### src/rtl/dmem_access_unit.sv
// Data memory load/store initiator: accepts one request, issues a single-cycle strobe, returns a response pulse.
// Optional LSU_RANGE_CHECK_EN: flags requests with req_addr_i >= DM_DEPTH as errors.
module dmem_access_unit #(
    parameter int unsigned MEM_LAT  = 1,
    parameter int unsigned DM_DEPTH = 64
) (
    input  logic        clk_i,
    input  logic        rst_ni,
    input  logic        req_valid_i,
    output logic        req_ready_o,
    input  logic        req_we_i,
    input  logic [31:0] req_addr_i,
    input  logic [31:0] req_wdata_i,
    input  logic [2:0]  req_size_i,
    output logic        rsp_valid_o,
    output logic        rsp_err_o,
    output logic [31:0] rsp_rdata_o,
    output logic        dm_mem_read_o,
    output logic        dm_mem_write_o,
    output logic [31:0] dm_addr_o,
    output logic [31:0] dm_write_data_o,
    output logic [2:0]  dm_size_o,
    input  logic [31:0] dm_read_data_i
);

`ifdef LSU_RANGE_CHECK_EN
    localparam bit RangeCheckEn = 1'b1;
`else
    localparam bit RangeCheckEn = 1'b0;
`endif

    localparam int unsigned CntW = $clog2(MEM_LAT + 1);

    localparam logic [1:0] StIdle  = 2'd0;
    localparam logic [1:0] StIssue = 2'd1;
    localparam logic [1:0] StWait  = 2'd2;
    localparam logic [1:0] StResp  = 2'd3;

    logic [1:0]      state_q, state_d;
    logic [CntW-1:0] cnt_q, cnt_d;
    logic            we_q;
    logic            err_q;
    logic [31:0]     addr_q;
    logic [31:0]     wdata_q;
    logic [2:0]      size_q;
    logic [31:0]     rdata_q;

    logic accept;
    logic size_ok;
    logic range_ok;
    logic legal;
    logic last_wait;

    assign accept    = req_valid_i && (state_q == StIdle);
    assign last_wait = (state_q == StWait) && (cnt_q == CntW'(1));

    always_comb begin
        size_ok = 1'b0;
        if (req_we_i) begin
            size_ok = (req_size_i == 3'b001) || (req_size_i == 3'b010) || (req_size_i == 3'b011);
        end else begin
            size_ok = (req_size_i != 3'b000) && (req_size_i != 3'b100) && (req_size_i != 3'b111);
        end
    end

    assign range_ok = RangeCheckEn ? (req_addr_i < 32'(DM_DEPTH)) : 1'b1;
    assign legal    = size_ok && range_ok;

    always_comb begin
        state_d = state_q;
        cnt_d   = cnt_q;
        case (state_q)
            StIdle: begin
                if (accept) begin
                    state_d = legal ? StIssue : StResp;
                end
            end
            StIssue: begin
                if (we_q) begin
                    state_d = StResp;
                end else begin
                    state_d = StWait;
                    cnt_d   = CntW'(MEM_LAT);
                end
            end
            StWait: begin
                if (last_wait) begin
                    state_d = StResp;
                end else begin
                    cnt_d = cnt_q - CntW'(1);
                end
            end
            StResp:  state_d = StIdle;
            default: state_d = StIdle;
        endcase
    end

    // dm_* registers load only on a legal accept so they hold across errors.
    always_ff @(posedge clk_i or negedge rst_ni) begin
        if (!rst_ni) begin
            state_q <= StIdle;
            cnt_q   <= '0;
            we_q    <= 1'b0;
            err_q   <= 1'b0;
            addr_q  <= '0;
            wdata_q <= '0;
            size_q  <= '0;
            rdata_q <= '0;
        end else begin
            state_q <= state_d;
            cnt_q   <= cnt_d;
            if (accept) begin
                err_q <= !legal;
                if (legal) begin
                    we_q    <= req_we_i;
                    addr_q  <= req_addr_i;
                    wdata_q <= req_wdata_i;
                    size_q  <= req_size_i;
                end else begin
                    rdata_q <= '0;
                end
            end
            if (last_wait) begin
                rdata_q <= dm_read_data_i;
            end
        end
    end

    assign req_ready_o     = (state_q == StIdle);
    assign rsp_valid_o     = (state_q == StResp);
    assign rsp_err_o       = (state_q == StResp) && err_q;
    assign rsp_rdata_o     = rdata_q;
    assign dm_mem_read_o   = (state_q == StIssue) && !we_q;
    assign dm_mem_write_o  = (state_q == StIssue) && we_q;
    assign dm_addr_o       = addr_q;
    assign dm_write_data_o = wdata_q;
    assign dm_size_o       = size_q;

endmodule

### config.mk
export PLATFORM = sky130hd
export DESIGN_NAME = dmem_access_unit
export DESIGN_NICKNAME = d
export VERILOG_FILES = /design/src/rtl/dmem_access_unit.sv
export SDC_FILE = /design/constraint.sdc
export NUM_CORES = 1
export LEC_CHECK = 0
export BUFFER_PORTS_ARGS = -buffer_cell sky130_fd_sc_hd__buf_2
export CORE_MARGIN = 2
export CORE_UTILIZATION = 32
export CTS_CLUSTER_SIZE = 28
export DETAILED_ROUTE_END_ITERATION = 10
export PLACE_DENSITY = 0.6
export SLEW_MARGIN = 0
export SYNTH_ARGS = -nofsm -noshare
export SYNTH_HDL_FRONTEND = slang
export SYNTH_SLANG_ARGS = --single-unit
### constraint.sdc
create_clock -name clk_i -period 2.4 [get_ports clk_i]
set_input_delay 0.36 -clock clk_i [delete_from_list [all_inputs] [get_ports clk_i]]
set_output_delay 0.36 -clock clk_i [all_outputs]
set_load 0.01 [all_outputs]
After elaboration in Yosys (flattened, before gate mapping) --
Index checks and enable logic that the tools add are counted.
Storage, ports and cells: register bits 104, input port bits 103, output and inout port bits 104, word-level logic and storage cells 53
Operators by class: mux-type cells 12, add/subtract/negate cells 1, equality and inequality tests 13, reductions and logical operators 19
Operator list (number):
- two-way mux 32 bit | 3
- one-hot mux 2 bit (4 select lines) | 1
- logical AND 1 bit | 7
- == test 3 x 2 -> 1 bit (second input constant) | 2
- two-way mux 2 bit | 3
- != test 2 bit (second input constant) | 3
- != test 3 bit (second input constant) | 2
- AND reduction 2 bit | 3
- == test 2 bit (second input constant) | 2
- two-way mux 1 bit | 4
- != test 2 x 1 -> 1 bit (second input constant) | 2
- nonzero test 2 bit | 2
- == test 3 x 1 -> 1 bit (second input constant) | 1
- AND reduction 3 bit | 1
- nonzero test 3 bit | 1
- == test 2 x 1 -> 1 bit (second input constant) | 1
- logical NOT 1 bit | 2
- logical NOT 2 bit | 1
- logical OR 1 bit | 2
- one-hot mux 1 bit (2 select lines) | 1
- subtractor 1 bit (second input constant) | 1

Logic depth before layout (Yosys ltp) --
word-level depth 7, depth in mapped cells 7, mapped depth without buffers 5

Worst setup path before layout --
OpenSTA, ideal clock, no wires.
kind register to register, from register state_q[0], to register addr_q[10], in the netlist dm_addr_o[10], setup time 125 ps, clock period less this slack 1652 ps, slack 748 ps, cell stages (with the launch flop) 7, arrival 1527 ps, cell sequence dfrtp_1 -> inv_1 -> ha_1 -> nand4_1 -> buf_4 -> buf_6 -> mux2_4
Between the ends: longest elaborated chain between the ends 3
Ends and longest elaborated chain:
- from (decl) | RTL line 39 | logic [1:0] state_q, state_d;
- from (signal assigned) | RTL line 101 | state_q <= StIdle;
- from (signal assigned) | RTL line 110 | state_q <= state_d;
- logical NOT 2 bit
- via req_ready_o | RTL line 10 | output logic req_ready_o,
- logical AND 1 bit | RTL line 54 | assign accept = req_valid_i && (state_q == StIdle);
- AND reduction 2 bit (no source line)
- to (signal assigned) | RTL line 116 | addr_q <= req_addr_i;
- to (decl) | RTL line 43 | logic [31:0] addr_q;
The timed path passes the listed nets, and every way through them passes these cells. A chain may end at the register's enable or synchronous reset.

Worst setup path in the final report --
from register state_q[0], to register wdata_q[18], in the netlist dm_write_data_o[18]
Between the ends: longest elaborated chain between the ends 3
Ends and longest elaborated chain:
- logical NOT 2 bit | RTL line 54
- logical AND 1 bit | RTL line 54
- AND reduction 2 bit (no source line)
- to (signal assigned) | RTL line 117 | wdata_q <= req_wdata_i;
- to (decl) | RTL line 44 | logic [31:0] wdata_q;
No other way between the ends.

==> impl_metrics.csv <==
group,metric,value,unit
status,status,"finished, final reports clean",
drt,drt_iter0_drc,104,
placed_design,hpwl,7.52,mm
global_routing,grt_pass1_vias,3317,
worst_setup_path,crit_path_max_incr_delay,0.42,ns
drt,drc,0,
worst_hold_path,hold_path_class,"primary input to flop",
power,netSwitchingFraction,35.1,%
timing,skew,0.00456,ns
cells_and_area,fin_area,0.00592,mm^2
cells_and_area,synthToLayoutAreaGrowth,34.2,%
worst_setup_path,rr_worst_depth,5,
cts,cts.sinks,104,
logic_synthesis,avgSynthCellArea,13.2,um^2
logic_synthesis,synth_edf_count,0,
timing,relSlewSlack,67.1,%
logic_synthesis,synth_cell_types,31,
die,ios,207,
cts,tritoncts,"built",
placed_design,dp.cells,703,
worst_setup_path,required,2.64,ns
worst_setup_path,arrival,2.13,ns
power,leakagePower,0.00313,uW
worst_setup_path,regToRegSetupSlack,0.51,ns
cells_and_area,fin_util,44.3,%
global_routing,grt_max_degree,66,
die,rows,42,
logic_synthesis,ys_seq_area_share,59.0,%
worst_hold_path,min_to,"dm_write_data_o[17]",
logic_synthesis,synth_most_common_cell,"dfrtp_1",
placed_design,gp_congestion,0.755,
logic_synthesis,synth_top_area_cell,"dfrtp_1",
logic_synthesis,synth_area_leaders,"dfrtp_1 59%, mux2_4 17%, nand2_1 5.7%, mux2_2 4.1%, a21oi_1 4.0%",
placed_design,place_area,0.00561,mm^2
cells_and_area,drive_gt1_share,54.8,%
drt,wl_per_cell,14.3,um
worst_setup_path,r2r_end,"dm_write_data_o[18]",
cts,clk_latency,0.35,ns
placed_design,port_buffers,206,
cts,path_clk_slew,0.07,ns
drt,final_antenna_net_count,0,
timing,finalHoldViolCount,0,
global_routing,grt_pass1_wl,16.1,mm
logic_synthesis,syn_inst,334,
logic_synthesis,ys_top_cells_by_count,"104 x dfrtp_1, 67 x nand2_1, 49 x mux2_4, 35 x a21oi_1, 16 x mux2_2",
logic_synthesis,syn_area,0.00441,mm^2
logic_synthesis,synth_fp_nets,442,
cts,clock_path_buffers,2,
global_routing,grt_usage,13.9,%
global_routing,antenna_found_initial,0,
power,p_clk_share,18.2,%
logic_synthesis,synth_flop_cell,"dfrtp_1",
die,fp.dieW,121,um
timing,max_freq,528,MHz
timing,rsz0062_at_grt,"no",
timing,fin_crit_sh,78.9,%
timing,worst_pin_slew,0.493,ns
logic_synthesis,synth_top_area_share,59.0,%
power,peakVddDrop,0.000670,V
worst_setup_path,cp_cell_sequence,"inv_1, ha_1, nand4_1, buf_12, mux2_2",
cts,numCtsBuffers,9,
die,core_area,0.0133,mm^2
timing,final.setup.tns,0,ns
timing,setup_viol,0,
worst_setup_path,critPathLaunchType,"flop",
cts,cts_resized,0,
drt,vias,3283,
logic_synthesis,async_flop_share,100,%
die,start_util,33.0,%
cells_and_area,insertedDiodeCount,0,
die,die_h,121,um
drt,finalWirelength,10.3,mm
cts,htreeDepth,3,
timing,slew_violations,0,
drt,detail_route.vias_per_cell,4.56,
power,switchingPower,2730,uW
die,die_area,0.0147,mm^2
timing,hold_ws,0.239,ns
power,power_frac_comb,42.6,%
worst_setup_path,reg2reg_from,"state_q[0]",
worst_hold_path,worstHoldStart,"req_wdata_i[17]",
cells_and_area,finalNonFillerCells,720,
power,p_per_area,1310,mW/mm^2
cts,cts_root_buffer,"clkbuf_16",
logic_synthesis,synth_seq_cells,104,
timing,period_needed,1.89,ns
worst_setup_path,crit_slowest_cell,"dfrtp_1",
logic_synthesis,yosys_warnings,0,
cells_and_area,finalNetCount,647,
global_routing,grt_overflow,0,
power,p_int,5050,uW
drt,drt_pre_antenna_iters,4,
run,cap_violations,0,
worst_setup_path,crit_fanout,65,
power,seqPwrFrac,39.2,%
worst_setup_path,endpoint_kind,"flop",
worst_setup_path,worstSetupPathType,"flop to flop",
worst_hold_path,holdPathStages,2,
## power by group through the flow
| stage | Sequential [uW] | Combinational, uW | Clock, uW |
|---|---|---|---|
| after global placement | 3030 | 3290 | 0 |
| final | 3050 | 3310 | 1420 |
| after detailed placement | 3080 | 3360 | 0 |
| after global routing | 3150 | 3630 | 1560 |
| after floorplan | 3440 | 1670 | 0 |
| after CTS | 3050 | 3380 | 1490 |
## flip-flops by register name, summed over array words and instances (netlist names)
signal / count
dm_write_data_o: 32
state_q: 2
err_q: 1
rsp_rdata_o: 32
cnt_q: 1
dm_size_o: 3
we_q: 1
dm_addr_o: 32
## worst max path at each step
stage / startpoint / depth (start not counted) / slack [ns] / endpoint
after floorplan: state_q[0] / 6 / 0.75 / dm_addr_o[10]
after global placement: state_q[0] / 5 / 0.59 / dm_write_data_o[18]
after detailed placement: state_q[0] / 5 / 0.51 / dm_write_data_o[18]
after CTS: state_q[0] / 5 / 0.49 / dm_write_data_o[18]
after global routing: state_q[0] / 5 / 0.41 / dm_write_data_o[18]
final: state_q[0] / 5 / 0.51 / dm_write_data_o[18]
## cells in the final DEF (no fill, tap or decap), types with 3 or more instances in the layout
master      Yosys  routed
nand2_1        67      67
o21ai_0         4       4
inv_1           3       3
nor2_1          3       3
mux2_2         16      16
clkbuf_16       0       9
and2_1          4       4
mux2_4         49      49
a21oi_1        35      35
buf_2           4     205
ha_1            5       5
buf_4           3       5
dfrtp_1       104     104
and3b_1         3       3
nor2b_1         3       3
clkinvlp_4      0       4
## through the flow
step / total power (uW) / worst slack, ns
after floorplan: 5100 / 0.748
after global placement: 6320 / 0.588
after detailed placement: 6440 / 0.510
after CTS: 7920 / 0.492
after global routing: 8340 / 0.408
final: 7780 / 0.508
## layout make-up
type | instances | area (um^2)
clock inverters | 6 | 52.6
fillers | 1272 | 7430
inverters | 3 | 11.3
well taps | 176 | 220
flip-flops and latches | 104 | 2600
repair buffers | 213 | 1110
clock buffers | 10 | 239
multi-input cells | 208 | 1680
## cells by family (layout without fill, tap and decap cells)
family	after synthesis	after routing	share of synthesized area (%)
flip-flops	104	104	59.0
AND/OR/NAND/NOR	87	87	8.69
multiplexers	65	65	20.8
AO/OA/AOI/OAI	51	51	6.98
buffers and inverters	22	232	3.09
adder cells (fa/ha/maj)	5	5	1.42
## worst max-delay path: cells and delay by family (launching register included)
family | cells | cell delay, ns
buffers and inverters | 2 | 0.45
adders and majority gates | 1 | 0.27
muxes | 1 | 0.39
and+or+nand+nor | 1 | 0.14
DFF | 1 | 0.42
## layer usage
| metal | wire length, um | global-route usage, % |
|---|---|---|
| met1 | 4220 | 16.7 |
| met2 | 5100 | 23.1 |
| met3 | 837 | 5.08 |
| met4 | 127 | 4.53 |
| met5 | 0 | 0 |
## timing repair
action / 4_1_cts / 5_1_grt
hold buffers: 1 / 0
endpoints found under the hold margin: 16 / 0
buffers inserted: 0 / 0
Note: power is estimated with default switching activity, not from simulation.
